--- config.mk ---
export PLATFORM = sky130hd
export DESIGN_NAME = prog_loader
export DESIGN_NICKNAME = d
export VERILOG_FILES = /design/src/rtl/prog_loader.sv
export SDC_FILE = /design/constraint.sdc
export NUM_CORES = 1
export LEC_CHECK = 0
export BUFFER_PORTS_ARGS = -buffer_cell sky130_fd_sc_hd__buf_2
export CAP_MARGIN = 25
export CORE_ASPECT_RATIO = 2
export CORE_MARGIN = 5
export CORE_UTILIZATION = 50
export CTS_CLUSTER_DIAMETER = 200
export DETAILED_ROUTE_END_ITERATION = 8
export GPL_TIMING_DRIVEN = 0
export PLACE_DENSITY = 0.75
export REMOVE_ABC_BUFFERS = 1
export SLEW_MARGIN = 20
export SYNTH_ARGS = -nofsm -noshare
export SYNTH_HDL_FRONTEND = slang
export SYNTH_SLANG_ARGS = --single-unit
--- constraint.sdc ---
create_clock -name clk -period 4.4 [get_ports clk]
set_clock_uncertainty 0.05 [all_clocks]
set_input_delay 0.22 -clock clk [delete_from_list [all_inputs] [get_ports clk]]
set_output_delay 0.22 -clock clk [all_outputs]
set_load 0.02 [all_outputs]
--- src/rtl/prog_loader.sv ---
// Boot loader: takes a header/payload/checksum word stream from the host and writes
// the program image into the CPU's instruction and data memories. The CPU is enabled only if the checksum matches.
module prog_loader #(
  parameter int IMEM_WORDS = 128,
  parameter int DMEM_WORDS = 128
) (
  input  logic        clk,
  input  logic        arst_n,
  input  logic        start,
  input  logic        in_valid,
  input  logic [31:0] in_data,
  output logic        in_ready,
  output logic [63:0] addr_ext,
  output logic        wen_ext,
  output logic        ren_ext,
  output logic [31:0] wdata_ext,
  output logic [63:0] addr_ext_2,
  output logic        wen_ext_2,
  output logic        ren_ext_2,
  output logic [63:0] wdata_ext_2,
  output logic        enable,
  output logic        busy,
  output logic        done,
  output logic        error,
  output logic [2:0]  dbg_state
);

  // Index counters must be able to reach the full capacity without wrapping.
  localparam int IW = $clog2(IMEM_WORDS + 1);
  localparam int DW = $clog2(DMEM_WORDS + 1);

  typedef enum logic [2:0] {
    S_IDLE, S_HDR, S_IMEM, S_DLO, S_DHI, S_CHK, S_RUN, S_ERR
  } state_t;

  state_t        state_q, state_d;
  logic [15:0]   ic_q, ic_d, dc_q, dc_d;
  logic [IW-1:0] iidx_q, iidx_d;
  logic [DW-1:0] didx_q, didx_d;
  logic [31:0]   lo_q, lo_d, csum_q, csum_d;
  logic          in_ready_q, in_ready_d, busy_q, busy_d;
  logic          enable_q, enable_d, done_q, done_d, error_q, error_d;
  logic          wen_q, wen_d, wen2_q, wen2_d;
  logic [63:0]   addr_q, addr_d, addr2_q, addr2_d, wdata2_q, wdata2_d;
  logic [31:0]   wdata_q, wdata_d;
  logic          accept;

  // Handshake: a beat transfers on a rising edge where in_valid and in_ready are both high.
  // in_ready is a register decoded from the state, so it never depends on in_valid.
  assign accept = in_valid & in_ready_q;

  always_comb begin
    state_d  = state_q;
    ic_d     = ic_q;
    dc_d     = dc_q;
    iidx_d   = iidx_q;
    didx_d   = didx_q;
    lo_d     = lo_q;
    csum_d   = csum_q;
    wen_d    = 1'b0;
    wen2_d   = 1'b0;
    addr_d   = addr_q;
    wdata_d  = wdata_q;
    addr2_d  = addr2_q;
    wdata2_d = wdata2_q;
    case (state_q)
      S_IDLE: if (start) state_d = S_HDR;
      S_HDR: begin
        if (accept) begin
          ic_d   = in_data[15:0];
          dc_d   = in_data[31:16];
          csum_d = in_data;
          iidx_d = '0;
          didx_d = '0;
          if (in_data[15:0] > 16'(IMEM_WORDS) || in_data[31:16] > 16'(DMEM_WORDS))
            state_d = S_ERR;
          else if (in_data[15:0] != 16'd0)
            state_d = S_IMEM;
          else if (in_data[31:16] != 16'd0)
            state_d = S_DLO;
          else
            state_d = S_CHK;
        end
      end
      S_IMEM: begin
        if (accept) begin
          wen_d   = 1'b1;
          addr_d  = 64'({iidx_q, 2'b00});
          wdata_d = in_data;
          csum_d  = csum_q ^ in_data;
          iidx_d  = iidx_q + IW'(1);
          if (16'(iidx_q) + 16'd1 == ic_q)
            state_d = (dc_q != 16'd0) ? S_DLO : S_CHK;
        end
      end
      S_DLO: begin
        if (accept) begin
          lo_d    = in_data;
          csum_d  = csum_q ^ in_data;
          state_d = S_DHI;
        end
      end
      S_DHI: begin
        if (accept) begin
          wen2_d   = 1'b1;
          addr2_d  = 64'({didx_q, 3'b000});
          wdata2_d = {in_data, lo_q};
          csum_d   = csum_q ^ in_data;
          didx_d   = didx_q + DW'(1);
          state_d  = (16'(didx_q) + 16'd1 == dc_q) ? S_CHK : S_DLO;
        end
      end
      S_CHK: begin
        if (accept) state_d = (in_data == csum_q) ? S_RUN : S_ERR;
      end
      S_RUN, S_ERR: begin
        if (start) begin
          state_d = S_HDR;
          ic_d    = '0;
          dc_d    = '0;
          iidx_d  = '0;
          didx_d  = '0;
          csum_d  = '0;
        end
      end
      default: state_d = S_IDLE;
    endcase

    // Status flags are decoded from the next state so they register alongside it.
    in_ready_d = (state_d == S_HDR) || (state_d == S_IMEM) || (state_d == S_DLO) ||
                 (state_d == S_DHI) || (state_d == S_CHK);
    busy_d     = in_ready_d;
    enable_d   = (state_d == S_RUN);
    done_d     = (state_d == S_RUN);
    error_d    = (state_d == S_ERR);
  end

  always_ff @(posedge clk or negedge arst_n) begin
    if (!arst_n) begin
      state_q    <= S_IDLE;
      ic_q       <= '0;
      dc_q       <= '0;
      iidx_q     <= '0;
      didx_q     <= '0;
      lo_q       <= '0;
      csum_q     <= '0;
      in_ready_q <= 1'b0;
      busy_q     <= 1'b0;
      enable_q   <= 1'b0;
      done_q     <= 1'b0;
      error_q    <= 1'b0;
      wen_q      <= 1'b0;
      wen2_q     <= 1'b0;
      addr_q     <= '0;
      wdata_q    <= '0;
      addr2_q    <= '0;
      wdata2_q   <= '0;
    end else begin
      state_q    <= state_d;
      ic_q       <= ic_d;
      dc_q       <= dc_d;
      iidx_q     <= iidx_d;
      didx_q     <= didx_d;
      lo_q       <= lo_d;
      csum_q     <= csum_d;
      in_ready_q <= in_ready_d;
      busy_q     <= busy_d;
      enable_q   <= enable_d;
      done_q     <= done_d;
      error_q    <= error_d;
      wen_q      <= wen_d;
      wen2_q     <= wen2_d;
      addr_q     <= addr_d;
      wdata_q    <= wdata_d;
      addr2_q    <= addr2_d;
      wdata2_q   <= wdata2_d;
    end
  end

  assign in_ready    = in_ready_q;
  assign addr_ext    = addr_q;
  assign wen_ext     = wen_q;
  assign ren_ext     = 1'b0;
  assign wdata_ext   = wdata_q;
  assign addr_ext_2  = addr2_q;
  assign wen_ext_2   = wen2_q;
  assign ren_ext_2   = 1'b0;
  assign wdata_ext_2 = wdata2_q;
  assign enable      = enable_q;
  assign busy        = busy_q;
  assign done        = done_q;
  assign error       = error_q;
  assign dbg_state   = state_q;

endmodule

==> results of run 1 <==
[cells by family (layout without fill, tap and decap cells)]
logic type               count (synthesis)  in the layout  synth area share (%)
other                                    1            114                0.0321
flip-flops                             232            232                  49.7
AO/OA/AOI/OAI                          202            202                  11.4
multiplexers                            32             32                  3.09
buffers and inverters                  225            239                  11.5
AND/OR/NAND/NOR                        556            556                  20.1
XOR/XNOR                                51             51                  3.94
adder cells (fa/ha/maj)                  2              2                 0.214
[routing by layer]
layer  track usage [%]  vias up  share of wire (%)
met5                 0        -                  0
met4              10.1        0                4.4
met3              2.66       78                5.5
met2              38.7      341                 53
met1              24.5     4372                 37
li1                  -     4291                  -
[registers in the layout (all words and copies together), names as in the netlist]
name         cells
wen_ext_2        1
wen_ext          1
ic_q            16
done             1
wdata_ext_2     64
addr_ext         8
busy             1
addr_ext_2       8
csum_q          32
didx_q           8
wdata_ext       32
dbg_state        3
iidx_q           8
dc_q            16
lo_q            32
error            1
[path summary, 6_finish.rpt]
path,to,cells after the start,start
worst max-delay path,busy,11,dbg_state[2]
worst min-delay path,wdata_ext_2[9],2,arst_n
worst max register to register,busy,11,dbg_state[2]
worst min register to register,wdata_ext_2[1],2,lo_q[1]
max in group asynchronous,wdata_ext_2[60],4,arst_n
min in group clk,didx_q[6],5,in_valid
[metrics by stage]
step	util (%)	hold WS (ns)	instances
finish	57.1	0.143	1711
global route	57.1	0.177	1711
CTS	57.1	0.148	1711
detailed placement	52.8	0.0956	1645
global placement	51.5	0.393	1635
floorplan	-	-0.126	1195
[layout make-up]
cell class              instances  area [sq um]
repair buffers                200          1370
fillers                      2007          9920
clock buffers                  26           564
inverters                       6          26.3
flip-flops and latches        232          5810
multi-input cells             957          5000
well taps                     283           354
clock inverters                 7          92.6
[power groups by stage]
| stage | logic, mW | clock network (mW) | registers (mW) |
|---|---|---|---|
| 3_3_place_gp | 3.42 | 0 | 3.61 |
| 4_1_cts | 3.67 | 1.87 | 3.64 |
| 2_1_floorplan | 1.88 | 0 | 4.10 |
| 3_5_place_dp | 3.63 | 0 | 3.67 |
| 5_1_grt | 4.03 | 1.95 | 3.77 |
| 6_report | 3.65 | 1.82 | 3.64 |
[cells in the final DEF, fill, tap and decap left out, types with 3 or more instances in the layout]
cell type and n:
clkbuf_16 21, o41ai_1 3, nand2b_1 4, a32o_1 32, and4_1 3, o21a_1 4, dlygate4sd3_1 33, buf_2 156
nand4_1 9, and2_1 4, and3_1 5, inv_1 4, o31ai_1 4, nand3b_1 3, nor3_1 13, a21oi_1 6
clkbuf_1 3, a22o_1 3, clkinv_2 4, nand2_1 448, buf_12 3, xor2_1 24, dfrtp_1 232, xnor2_1 26
buf_16 6, o21ai_0 120, nor4_1 13, conb_1 114, mux2_2 32, nand3_1 13, a2111oi_2 3, nor2_1 14
[critical path: cells and delay by family, from the launching register on]
| family | cells | cell delay [ns] |
|---|---|---|
| AO/OA/AOI/OAI | 3 | 0.57 |
| AND/OR/NAND/NOR | 5 | 1.45 |
| buffers and inverters | 3 | 0.52 |
| flip-flops | 1 | 0.70 |
==> metrics.md, run 1 <==
| Metric | Value |
|---|---|
| Status | complete, no violations |
| WS Path Type | register to register |
| Number of global-route vias before repair | a little over 9000 |
| CP Data Arrival Time | 3.82 ns |
| Post-Place Setup Slack | about 0.94 ns |
| Count of final max-slew check failures | 0 |
| DR WL/cell | 17.0 microns |
| Largest net degree at the start of global routing | 100 |
| Netlist cell types | between 60 and 70 |
| ANT cells | 0 |
| Min Tclk post-route | 3.48 ns |
| Hold Fails Final Rpt | 0 |
| Die ar. | 0.0267 sq mm |
| Total congestion overflow | 0 |
| Critical Path RT | approximately 4.8 ns |
| Placed Area | 0.0122 sq mm |
| Clk root buf | clkbuf_16 |
| Pint | 5.43 mW |
| Initial DRC Count | approximately 630 |
| Tot GR Track Use | between 20% and 30% |
| Clock Sinks | approximately 230 |
| Synth cell count leaders | 451 x nand2_1, 232 x dfrtp_1, 120 x buf_4, 120 x o21ai_0, 80 x clkbuf_1 |
| Die boundary height | around 230 microns |
| Row cnt | 79 |
| Most numerous cell in the Yosys netlist | nand2_1 |
| # setup viols final | 0 |
| Mapped cell area | 0.0117 sq mm |
| DRC | 0 |
| Die X | around 120 microns |
| Placer Congestion | 0.887 |
| Pwr/cell area | 690 mW/mm^2 |
| Crit path largest cell delay | approximately 0.7 ns |
| Fin nets | approximately 1500 |
| Startpoint types | register |
| Routed WL | ~30000 microns |
| Initial core utilization | 50.5% |
| Peak supply drop | approximately 0.36 mV |
| Share of the synthesized area in the top cell type | 49.7% |
| Max-slew headroom | 52.1% |
| TritonCTS clock tree | yes |
| Port Buffers | 157 |
| Hold crit path type | input port to asynchronous set/reset pin |
| Drt pass-1 iters | 5 |
| Sequential area share after synthesis | 49.7% |
| Fmax | 288 MHz |
| Number of flops mapped to enable cells by yosys | 0 |
| Initial antenna violation count | 0 |
| Sw frac | 40.4% |
| Fin area | 0.0132 sq mm |
| Clock-pin slew on the worst setup and hold paths | roughly 0.06 ns |
| CTS resizes | 0 |
| Pleak | approximately 6.7 nW |
| Postcts setup bufs | 0 |
| RSZ-0062 raised after global routing | no |
| Post-CTS Hold Buffers | 33 |
| Synth area leader | dfrtp_1 |
| Worst Tran Pin Value | 0.719 ns |
| CTS Buf Count | 21 |
| Avg Inst Size Synth | 8.98 sq um |
| IO Count | 272 |
| Synth Flop Type | dfrtp_1 |
| Setup ws final | 0.924 ns |
| Crit. End Element | register |
| Cell count after synthesis | 1301 |
| Routed Antenna Nets | 0 |
| Vias per inst | 5.31 |
| Gate power share | between 40% and 50% |
| Clk pwr share | 20.0% |
| Ratio of cells with drive above 1 in the final layout | 17.8% |
| Synth warn | 0 |
| #FFs+latches synth | 232 |
| First-pass GRT wire length | 46800 microns |
| Register-to-register setup slack | 0.92 ns |
| Sequential power share | 40.0% |
| Core area | about 0.023 sq mm |
| Via Count | 9082 |
| # Max-Cap Violations | 0 |
| Final worst-path cycle share | approximately 79% |
| Layout area overhead | 13.1% |
| Detailed placer's ending HPWL | ~20000 microns |
| Power Total | 9.11 mW |
| H-tree Lvls | 1 |
| Setup TNS | 0 ns |
| Synth top area cells | dfrtp_1 50%, nand2_1 14%, buf_4 7.7% |
| CTS Buffer Depth | 3 |
| Critical Path, Cell by Cell | nand2b_1 -> nor2_1 -> nand2_2 -> buf_16 -> clkinv_2 -> buf_12 -> nand4_1 -> a2111oi_1 -> a211o_1 -> or3_1 -> o21a_1 |
| Skew-Pair Late Insertion Delay | ~0.52 ns |
| CP max FO | 42 |
| Switching power | 3.68 mW |
| Critical-path cell with the highest stage delay | dfrtp_1 |
| Asr flop ratio synth | 100% |
(Power assumes the default switching activity.)
==> inputs of run 2 (changes only) <==
==> constraint.sdc (replaced) <==
create_clock -name clk -period 3.2 [get_ports clk]
set_clock_uncertainty 0.05 [all_clocks]
set_input_delay 0.16 -clock clk [delete_from_list [all_inputs] [get_ports clk]]
set_output_delay 0.16 -clock clk [all_outputs]
set_load 0.02 [all_outputs]
==> run 2 against run 1 <==
  * Maximum frequency increased by 15%
  * Utilization increased by 0.10 points
  * Sequential share of layout area decreased by 0.060 points
==> metrics.md, run 2 (synthesized netlist as in run 1, its figures left out) <==
| Metric | Value |
|---|---|
| Postcts setup bufs | 0 |
| Die X | 118 microns |
| Startpoint types | register |
| # setup viols final | 0 |
| Fin area | 0.0132 sq mm |
| Layout fillers | 2002 |
| Routed Antenna Nets | 0 |
| Fin nets | 1457 |
| H-tree Lvls | 1 |
| Hold WS | 0.0848 ns |
| Initial core utilization | about half |
| Die boundary height | 226 microns |
| Port Buffers | 157 |
| Row cnt | 79 |
| Register-to-register setup slack | roughly 0.18 ns |
| Worst Tran Pin Value | 0.711 ns |
| Most frequent cells in the layout | 448 x nand2_1, 230 x dfrtp_1, 156 x buf_2 |
| Pint | ~7.5 mW |
| Sequential power share | 39.9% |
| Via Count | 9159 |
| Critical-path cell with the highest stage delay | dfrtp_2 |
| Power Total | 12.6 mW |
| Final worst-path cycle share | 94.3% |
| Min Tclk post-route | 3.02 ns |
| CP endpoint | busy |
| CP startpoint | dbg_state[2] |
| Initial DRC Count | between 600 and 700 |
| Critical Path, Cell by Cell | nand2b_1 -> nor2_4 -> nand2_4 -> buf_16 -> clkinv_2 -> buf_12 -> nand4_1 -> a2111oi_1 -> a211o_1 -> or3_1 -> o21a_1 |
| Sw frac | 40.4% |
| Clock Sinks | roughly 230 |
| Max-slew headroom | 52.6% |
| ANT cells | 0 |
| Setup ws final | 0.181 ns |
| CP Data Arrival Time | roughly 3.4 ns |
| Reg-to-reg startpoint | dbg_state[2] |
| Routed WL | 29400 microns |
| Skew-Pair Late Insertion Delay | 0.52 ns |
| Layout area overhead | 13.3% |
| Crit path largest cell delay | 0.56 ns |
| Layout Cells excl Fill | 1712 |
| Largest net degree at the start of global routing | 100 |
| Vias per inst | about 5.3 |
| Number of global-route vias before repair | 9095 |
| FF-to-FF End | busy |
| CTS Buf Count | 21 |
| WS Path Type | register to register |
| Critical Path RT | 3.55 ns |
| Hold Fails Final Rpt | 0 |
| Clk root buf | clkbuf_16 |
| Clk pwr share | 20.0% |
| Dpl cells | 1645 |
| Gate power share | between 40% and 50% |
| Detailed placer's ending HPWL | 19800 microns |
| Fmax | 331 MHz |
| IO Count | 272 |
| Pleak | 6.74 nW |
| DR WL/cell | 17.2 microns |
| Die ar. | between 0.02 and 0.03 sq mm |
| Clock-pin slew on the worst setup and hold paths | about 0.06 ns |
| Count of final max-slew check failures | 0 |
| First-pass GRT wire length | 46800 microns |
| RSZ-0062 raised after global routing | no |
| Worst R2R Path Depth | 11 |
| CTS Buffer Depth | 3 |
| Switching power | between 5 and 6 mW |
| Placer Congestion | 0.887 |
| Tot GR Track Use | 21.3% |
| CP max FO | 42 |
| Peak supply drop | 0.497 mV |
| Crit. End Element | register |
| Status | complete, no violations |
| Initial antenna violation count | 0 |
| Ratio of cells with drive above 1 in the final layout | 18.1% |
| TritonCTS clock tree | yes |
| Drt pass-1 iters | 5 |
| Max reg flops | 64 |
| Post-Place Setup Slack | -0.260 ns |
| Core area | around 0.023 sq mm |
| Most common cell after layout, fill and taps aside | nand2_1 |
| DRC | 0 |
| Placed Area | 0.0122 sq mm |
| Total congestion overflow | 0 |
| Hold crit path type | input port to asynchronous set/reset pin |
| Pwr/cell area | 949 mW/mm^2 |
| # Max-Cap Violations | 0 |
[run 2: worst max-delay path, delay by kind of cell (launching register included)]
kind	cells	cell delay, ns
simple gates	5	1.18
compound gates	3	0.57
flops	1	0.56
buf+inv	3	0.48
[run 2: worst min path at each step]
| stage | slack [ns] | to | from |
|---|---|---|---|
| floorplan | -0.19 | addr_ext[2] | arst_n |
| global placement | 0.39 | wdata_ext_2[7] | lo_q[7] |
| detailed placement | 0.04 | wdata_ext_2[9] | arst_n |
| CTS | 0.09 | wdata_ext_2[9] | arst_n |
| global route | 0.12 | wdata_ext_2[9] | arst_n |
| finish | 0.08 | wdata_ext_2[9] | arst_n |
[run 2: area by class of cell]
type | instances | area (sq um) | area share (%)
tap | 283 | 354 | 2.68
multi-input combinational | 958 | 5020 | 37.9
sequential | 232 | 5810 | 43.9
clock buffer | 26 | 564 | 4.27
clock inverter | 7 | 92.6 | 0.700
inverter | 6 | 26.3 | 0.199
timing repair buffer | 200 | 1370 | 10.3
[run 2: layer usage]
| metal | vias to the layer above | part of all wire (%) | track usage (%) |
|---|---|---|---|
| met5 | - | 0 | 0 |
| met1 | 4430 | 37 | 24.5 |
| met3 | 82 | 5.6 | 2.66 |
| met2 | 352 | 53 | 38.7 |
| li1 | 4295 | - | - |
| met4 | 0 | 4.5 | 10.1 |
[run 2: timing repair]
action	4_1_cts	5_1_grt
cloned	0	1
endpoints found under the setup margin	3	3
hold buffers	33	0
gates resized for setup	3	3
endpoints found under the hold margin	261	0
pin swaps	0	0
[run 2: stage by stage]
stage                     setup TNS, ns  util (%)
final                                 0      57.2
after floorplan                  -53.74         -
after detailed placement         -0.482      52.8
after global routing                  0      57.2
after CTS                             0      57.1
after global placement          -857.89      51.5
[run 2: power groups by stage]
stage	clock network (mW)	registers (mW)	logic, mW
floorplan	0	5.64	2.58
global placement	0	4.96	4.70
detailed placement	0	5.04	4.99
CTS	2.57	5.00	5.04
global route	2.68	5.19	5.56
finish	2.51	5.01	5.03
